File: src/rtl/jtag_dr_pkg.sv
// Shared widths and helpers for the JTAG user-DR bridge.
// JTAG_DR_PARITY_EN adds an odd-parity MSB to every frame.
package jtag_dr_pkg;

  localparam int DEF_DATA_W = 8;
  localparam int DEF_ADDR_W = 3;
  localparam int DEF_DEPTH  = 4;

  function automatic int frame_w(input int data_w, input int addr_w);
`ifdef JTAG_DR_PARITY_EN
    return data_w + addr_w + 1;
`else
    return data_w + addr_w;
`endif
  endfunction

  // Bit that makes the total number of ones (vec plus this bit) odd.
  function automatic logic odd_par(input logic [63:0] vec);
    return ~(^vec);
  endfunction

endpackage

File: src/rtl/jtag_dr_fifo.sv
// First-word-fall-through FIFO; a push into a full FIFO is accepted only
// when a pop frees a slot in the same cycle.
module jtag_dr_fifo
  import jtag_dr_pkg::*;
#(
  parameter int W     = DEF_DATA_W + DEF_ADDR_W,
  parameter int DEPTH = DEF_DEPTH,
  localparam int AW   = $clog2(DEPTH),
  localparam int LW   = $clog2(DEPTH + 1)
) (
  input  logic          tck,
  input  logic          reset,
  input  logic          push,
  input  logic [W-1:0]  din,
  input  logic          pop,
  output logic [W-1:0]  dout,
  output logic          empty,
  output logic          full,
  output logic [LW-1:0] level
);

  logic [W-1:0]  mem [DEPTH];
  logic [AW-1:0] wr_ptr, rd_ptr;
  logic          do_push, do_pop;

  assign empty   = (level == '0);
  assign full    = (level == LW'(DEPTH));
  assign do_pop  = pop && !empty;
  assign do_push = push && (!full || do_pop);
  assign dout    = mem[rd_ptr];

  // Storage is cleared so the head reads as zero out of reset.
  always_ff @(posedge tck) begin
    if (reset) begin
      for (int i = 0; i < DEPTH; i++) mem[i] <= '0;
      wr_ptr <= '0;
      rd_ptr <= '0;
      level  <= '0;
    end else begin
      if (do_push) begin
        mem[wr_ptr] <= din;
        wr_ptr      <= wr_ptr + 1'b1;
      end
      if (do_pop) rd_ptr <= rd_ptr + 1'b1;
      case ({do_push, do_pop})
        2'b10:   level <= level + 1'b1;
        2'b01:   level <= level - 1'b1;
        default: level <= level;
      endcase
    end
  end

endmodule

File: src/rtl/jtag_dr_bridge.sv
// JTAG user data-register bridge: shift/latch {data, addr} frames and queue
// them for the consumer. JTAG_DR_PARITY_EN enables the parity MSB and perr.
module jtag_dr_bridge
  import jtag_dr_pkg::*;
#(
  parameter int DATA_W = DEF_DATA_W,
  parameter int ADDR_W = DEF_ADDR_W,
  parameter int DEPTH  = DEF_DEPTH,
  localparam int LW    = $clog2(DEPTH + 1)
) (
  input  logic              tck,
  input  logic              reset,
  input  logic              tdi,
  output logic              tdo,
  input  logic              capture,
  input  logic              shift,
  input  logic              e1dr,
  input  logic              update,
  input  logic [DATA_W-1:0] cap_data,
  input  logic [ADDR_W-1:0] cap_addr,
  output logic [DATA_W-1:0] rx_data,
  output logic [ADDR_W-1:0] rx_addr,
  output logic              rx_valid,
  input  logic              rx_ready,
  output logic [LW-1:0]     rx_level,
  output logic              ovf,
  input  logic              ovf_clr,
  output logic              perr,
  output logic              upd_pulse
);

  localparam int PW = ADDR_W + DATA_W;
  localparam int FW = frame_w(DATA_W, ADDR_W);

  logic [FW-1:0] shreg, lat;
  logic [PW-1:0] head;
  logic          push_req, par_ok, fifo_push, fifo_pop, full, empty;

  assign tdo       = shreg[0];
  assign push_req  = update && !upd_pulse;
  assign fifo_push = push_req && par_ok;
  assign fifo_pop  = rx_valid && rx_ready;
  assign rx_valid  = !empty;
  assign rx_data   = head[PW-1:ADDR_W];
  assign rx_addr   = head[ADDR_W-1:0];

  always_ff @(posedge tck) begin
    if (reset) begin
      shreg     <= '0;
      lat       <= '0;
      upd_pulse <= 1'b0;
    end else begin
      if (shift)
        shreg <= {tdi, shreg[FW-1:1]};
      else if (capture)
`ifdef JTAG_DR_PARITY_EN
        shreg <= {ovf | perr, cap_data, cap_addr};
`else
        shreg <= {cap_data, cap_addr};
`endif
      if (e1dr) lat <= shreg;
      upd_pulse <= update;
    end
  end

  // A full FIFO with a concurrent pop still accepts the frame, so no overflow.
  always_ff @(posedge tck) begin
    if (reset)                                 ovf <= 1'b0;
    else if (fifo_push && full && !fifo_pop)   ovf <= 1'b1;
    else if (ovf_clr)                          ovf <= 1'b0;
  end

`ifdef JTAG_DR_PARITY_EN
  assign par_ok = (lat[FW-1] == odd_par(64'(lat[PW-1:0])));

  always_ff @(posedge tck) begin
    if (reset)                    perr <= 1'b0;
    else if (push_req && !par_ok) perr <= 1'b1;
    else if (ovf_clr)             perr <= 1'b0;
  end
`else
  assign par_ok = 1'b1;
  assign perr   = 1'b0;
`endif

  jtag_dr_fifo #(.W(PW), .DEPTH(DEPTH)) u_fifo (
    .tck   (tck),
    .reset (reset),
    .push  (fifo_push),
    .din   (lat[PW-1:0]),
    .pop   (fifo_pop),
    .dout  (head),
    .empty (empty),
    .full  (full),
    .level (rx_level)
  );

endmodule

File: config.mk
export PLATFORM = sky130hd
export DESIGN_NAME = jtag_dr_bridge
export DESIGN_NICKNAME = d
export VERILOG_FILES = /design/src/rtl/jtag_dr_pkg.sv /design/src/rtl/jtag_dr_fifo.sv /design/src/rtl/jtag_dr_bridge.sv
export SDC_FILE = /design/constraint.sdc
export NUM_CORES = 1
export LEC_CHECK = 0
export ABC_AREA = 1
export CAP_MARGIN = 20
export CORE_AREA = 2 2 96 98
export CTS_BUF_LIST = sky130_fd_sc_hd__clkbuf_4 sky130_fd_sc_hd__clkbuf_8
export CTS_CLUSTER_SIZE = 25
export DETAILED_ROUTE_END_ITERATION = 16
export DIE_AREA = 0 0 98 100
export MAX_ROUTING_LAYER = met4
export PLACE_DENSITY = 0.6
export SKIP_CTS_REPAIR_TIMING = 1
export SYNTH_ARGS = -nofsm -noshare
export SYNTH_HDL_FRONTEND = slang
export SYNTH_SLANG_ARGS = --single-unit
export TNS_END_PERCENT = 10
File: constraint.sdc
create_clock -name tck -period 2.2 [get_ports tck]
set_input_delay 0.66 -clock tck [delete_from_list [all_inputs] [get_ports tck]]
set_output_delay 0.66 -clock tck [all_outputs]
set_load 0.05 [all_outputs]
==> impl_results.md, run 1 <==
* Maxcap violations at 0
* Synth cell types at 26
* Status: finished, final reports clean
* Fin crit share at a little over nine tenths
* Unrepaired setup endpoints after global routing: yes
* Final hold violations at 0
* Die X at 98 um
* Reg clk slew, reported paths at around 0.08 ns
* Final setup viols at 0
* Largest cells by area after synthesis: edfxtp_1 38%, dfxtp_1 19%, nor2_1 6.8%
* Top cell type's share of synthesized area at 38.3%
* Final Critical Period at 2.14 ns
* Worst Reg-to-Reg Cells at 8
* Pwr Total at 4.23 mW
* Gr usage total at between 10 and 15%
* Syn-to-layout area delta at 22.4%
* Synth Warn # at 0
* Post-synthesis mux area share at 0%
* Layout cell share with drive strength beyond 1 at roughly 18%
* Max_slew headroom at 55.9%
* Clock sink count at 77
* Die H at roughly 100 um
* Iteration-0 DRC Markers at 121
* Drt first pass iters at 5
* Syn_nets at around 400
* DP Wirelength at 4.50 mm
* Worst Path Required at 1.54 ns
* # fillers at around 840
* Routed wire length at about 6.4 mm
* Top delay family on crit path: buffers and inverters
* Leading area contributor after synthesis: edfxtp_1
* Worst hold slack at 0.466 ns
* Fmax at ~0.47 GHz
* # DRC at 0
* Post-synth EDFFs at 44
* Bufs on Longest Clock Path at 2
* Final GP Congestion at 0.834
* Xor and xnor area share after synthesis at 0.254%
* Setup TNS at 0 ns
* Complex-gate fraction of the synthesized area at about a tenth
* Largest net degree at the start of global routing at 28
* Root Buffer Master: clkbuf_8
* R2R Path Start: u_fifo.level[0]
* Vias in the first global route at 2266
* Wire length of the first global-routing pass at 10.8 mm
* Syn Inst Count at 377
* Clk Latency, worst-skew pair at around 0.34 ns
* Crit. End Element: primary output
* Most instantiated cells after synthesis: 62 x nor2_1, 56 x nand2_1, 44 x edfxtp_1, 44 x inv_1, 41 x o21ai_0
* DIE AREA at 0.00980 mm^2
* Crit path buf inv count at 1
* Clock Skews at 0.0129 ns
* Core box area at slightly below 0.009 mm^2
* Grt total ovfl at 0
* Main combinational cell family by area after synthesis: simple AND/OR/NAND/NOR gates
* CTS tree: yes
* Starting Density at 38.8%
* Synth Flop Type: edfxtp_1
* R2r endpoint: u_fifo.level[1]
* Hold Crit Depth at 2
* Crit-path max FO at 2
* Pwr/cell area at 1000 mW/mm^2
* CP arrival at 1.48 ns
* Number of top-level pins at 39
* Synth Register Bits at 77
* R2r setup slk at 0.48 ns
* Mapped cell area at 0.00345 mm^2
* Post-synth ARST share at 0%
* # H-tree levels at 3
* Top-count cell post-synth: nor2_1
* Total CTS buffers at 9
* Worst hold start: ovf
* Max Slew Vio Count at 0
* Startpoint types: flop
* Seq/Total Area, Yosys at a little under three fifths
* Via count at 2457
* VDD IR-drop max at 0.305 mV
* CP cell instances: clkdlybuf4s50_1
* FP Rows at 35
* Fraction of the mapped netlist area in simple logic gates at approximately 22%
* Number of diodes at 0
* Worst setup startpoint: ovf
* Worst-Margin Slew at around 0.66 ns
* PortBufs at 37
* Routed Antenna Nets at 0
* Fin nets at roughly 450
* Antenna violations before repair at 0
* Leakage power at 1.83 nW
* HP Class: reg2reg
* Vias/cell at approximately 4.5
* WL per Instance at between 10 and 15 um
* Critical-path top delay cell: clkdlybuf4s50_1
* Worst Setup Path Type: reg2out
* CP peak stage delay at 0.80 ns
* Hold Path Sink: ovf
* Adder-cell share of the synthesized area at less than 1%
* Synthesized area per cell at 9.14 um^2
power by group:
group	internal [mW]	switching, mW	total [mW]
Clock	0.538	0.546	1.08
Combinational	0.453	0.960	1.41
Sequential	1.66	0.0773	1.73
routing by layer:
layer | up-vias | share of wire [%] | GRT usage [%]
met4 | 0 | 1.4 | 7.05
met5 | - | 0 | -
met3 | 5 | 3.8 | 2.51
met1 | 1081 | 49 | 19.1
met2 | 54 | 46 | 21.4
li1 | 1317 | - | -
worst max-delay path by stage:
stage | depth (start not counted) | endpoint | slack [ns]
floorplan | 13 | u_fifo.level[2] | -0.05
global placement | 13 | u_fifo.level[2] | -0.24
detailed placement | 13 | u_fifo.level[2] | -0.29
CTS | 4 | rx_data[1] | -0.19
global route | 4 | rx_data[1] | -0.006
finish | 1 | ovf | 0.06
area by class of cell:
cell class                 instances  area, um^2  share of cell area, %
clock inverter                     7        80.1                   1.90
inverter                          51         194                   4.60
timing repair buffer              59         524                   12.4
tap                              111         139                   3.29
clock buffer                       9         124                   2.94
multi-input combinational        228        1170                   27.8
sequential                        77        1990                   47.1
registers in the layout, summed over array words and instances, names as in the netlist, named ones only:
name,cells
lat,11
ovf,1
shreg,11
u_fifo.level,3
u_fifo.mem,44
u_fifo.rd_ptr,2
u_fifo.wr_ptr,2
upd_pulse,1
layout by cell type, fill, tap and decap left out, types with 2 or more instances in the layout:
master	Yosys	final
nor2_1	62	62
nand2_1	56	55
edfxtp_1	44	44
inv_1	44	43
o21ai_0	41	40
buf_4	1	34
dfxtp_1	33	30
clkdlybuf4s50_1	0	21
a21oi_1	15	15
nand3_1	14	14
o22ai_1	11	11
nor3_1	11	11
clkbuf_8	0	9
nor2_8	7	7
inv_2	7	7
nor2_2	3	3
dfxtp_2	0	3
inv_6	0	3
clkinvlp_4	0	2
kinds of logic after synthesis:
family | Yosys count
compound gates | 67
xor+xnor | 1
fa+ha+maj | 2
buf+inv | 72
flops | 77
other cells | 1
simple gates | 157
stage by stage:
stage / std cells / util (%) / setup slack [ns] / instance area (um^2)
after detailed placement: 526 / 44.9 / -0.287 / 4000
after floorplan: 377 / - / -0.0532 / 3450
final: 542 / 47.5 / 0.0615 / 4220
after CTS: 542 / 47.2 / -0.192 / 4200
after global placement: 526 / 44.9 / -0.239 / 4000
after global routing: 542 / 47.5 / -0.00624 / 4220
Note: power is estimated with default switching activity, not from simulation.
==> run 2: changes to the inputs <==
- CAP_MARGIN: 20 -> 10
==> results of run 2 <==
Final layout, timing and power as in run 1 (identical DEF).
==> run 3: changes to the inputs <==
- MAX_ROUTING_LAYER: met4 -> unset
==> impl_results.md, run 3 (same netlist as run 1, synthesis figures left out) <==
* Root Buffer Master: clkbuf_8
* Layout cell share with drive strength beyond 1 at 18.3%
* Cell Area, Placed at 0.00400 mm^2
* Vias/cell at approximately 4.5
* CTS tree: yes
* Setup TNS at 0 ns
* Max reg flops at 44
* Wire length of the first global-routing pass at 10.8 mm
* Reg clk slew, reported paths at 0.08 ns
* Total CTS buffers at 9
* Biggest register: u_fifo.mem
* Critical-path top delay cell: clkdlybuf4s50_1
* Crit-path max FO at 2
* FF+latch area at ~0.002 mm^2
* Most frequent cells in the layout: 62 x nor2_1, 55 x nand2_1, 44 x edfxtp_1
* Fin nets at 448
* Clock sink count at 77
* # fillers at 844
* Routed wire length at 6.43 mm
* Die H at approximately 100 um
* Worst hold start: ovf
* Gr usage total at 14.0%
* CP cell instances: clkdlybuf4s50_1
* Final hold violations at 0
* Clock Skews at 0.0128 ns
* Top flop regs: u_fifo.mem x44, lat x11, shreg x11
* Commonest non-fill, non-tap cell in the layout: nor2_1
* Number of diodes at 0
* Maxcap violations at 0
* R2r setup slk at around 0.48 ns
* Design area at roughly 0.0042 mm^2
* Status: finished, final reports clean
* Worst-Margin Slew at roughly 0.66 ns
* # DRC at 0
* Pwr Total at 4.23 mW
* Drt first pass iters at 5
* Final setup viols at 0
* Bufs on Longest Clock Path at 2
* Clk Latency, worst-skew pair at between 0.3 and 0.4 ns
* Unrepaired setup endpoints after global routing: yes
* Core box area at 0.00889 mm^2
* HP Class: reg2reg
* Largest net degree at the start of global routing at 28
* PortBufs at 37
* Starting Density at ~39%
* Number of top-level pins at 39
* Area of the multi-input gates at 0.00117 mm^2
* # H-tree levels at 3
* Max Slew Vio Count at 0
* DP Wirelength at 4.50 mm
* Grt total ovfl at 0
* Max_slew headroom at roughly 56%
* Startpoint types: flop
* Iteration-0 DRC Markers at 116
* Final Critical Period at 2.14 ns
* WL per Instance at 11.9 um
* CP peak stage delay at 0.80 ns
* Fmax at 0.468 GHz
* Final GP Congestion at just over 0.8
* Hold Crit Depth at 2
* Hold Path Sink: ovf
* Crit path buf inv count at 1
* Syn-to-layout area delta at 22.4%
* R2r endpoint: u_fifo.level[1]
* VDD IR-drop max at 0.304 mV
* Antenna violations before repair at 0
* Vias in the first global route at 2266
* Worst Reg-to-Reg Cells at 8
* Fin crit share at 97.2%
* Worst hold slack at 0.466 ns
* FP Rows at 35
* Crit. End Element: primary output
* Top delay family on crit path: buffers and inverters
* Pwr/cell area at 1000 mW/mm^2
* Leakage power at ~1.8 nW
* Routed Antenna Nets at 0
* Via count at 2463
* R2R Path Start: u_fifo.level[0]
* Worst Path Required at 1.54 ns
* DIE AREA at 0.00980 mm^2
* Worst Setup Path Type: reg2out
* Die X at between 90 and 100 um
* CP arrival at 1.48 ns
-- run 3: per-stage QoR --
stage / instances / setup WS [ns] / util (%)
finish: 542 / 0.0624 / 47.5
detailed placement: 526 / -0.287 / 44.9
global route: 542 / -0.00622 / 47.5
CTS: 542 / -0.192 / 47.2
floorplan: 377 / -0.0532 / -
global placement: 526 / -0.239 / 44.9
-- run 3: layout make-up --
cell class	count	area share, %
Timing Repair Buffer	59	12.4
Sequential cell	77	47.1
Tap cell	111	3.29
Clock buffer	9	2.94
Multi-Input combinational cell	228	27.8
Clock inverter	7	1.90
Inverter	51	4.60
-- run 3: worst max path at each step --
stage | startpoint | end | depth (start not counted)
after detailed placement | rx_ready | u_fifo.level[2] | 13
after global placement | rx_ready | u_fifo.level[2] | 13
after CTS | flop | rx_data[1] | 4
after floorplan | u_fifo.level[1] | u_fifo.level[2] | 13
after global routing | flop | rx_data[1] | 4
final | ovf | ovf | 1
-- run 3: where the power goes --
part	internal, mW	switching [mW]
clock	0.538	0.546
combinational	0.453	0.960
sequential	1.66	0.0773
total	2.65	1.58
-- run 3: per-layer routing --
| metal | global-route usage [%] | vias to the layer above | share of wire [%] |
|---|---|---|---|
| met4 | 7.05 | 0 | 1.1 |
| li1 | - | 1317 | - |
| met5 | 0 | - | 0 |
| met3 | 2.51 | 4 | 3.9 |
| met1 | 19.1 | 1086 | 49 |
| met2 | 21.4 | 56 | 46 |
-- run 3: worst register-to-register path: stages (launching register included) --
cell	delay [ns]
dfxtp_2	0.35
nor2_2	0.21
nand2_2	0.08
nand2_1	0.09
inv_1	0.07
ha_1	0.19
inv_1	0.09
fa_2	0.43
a21oi_1	0.14
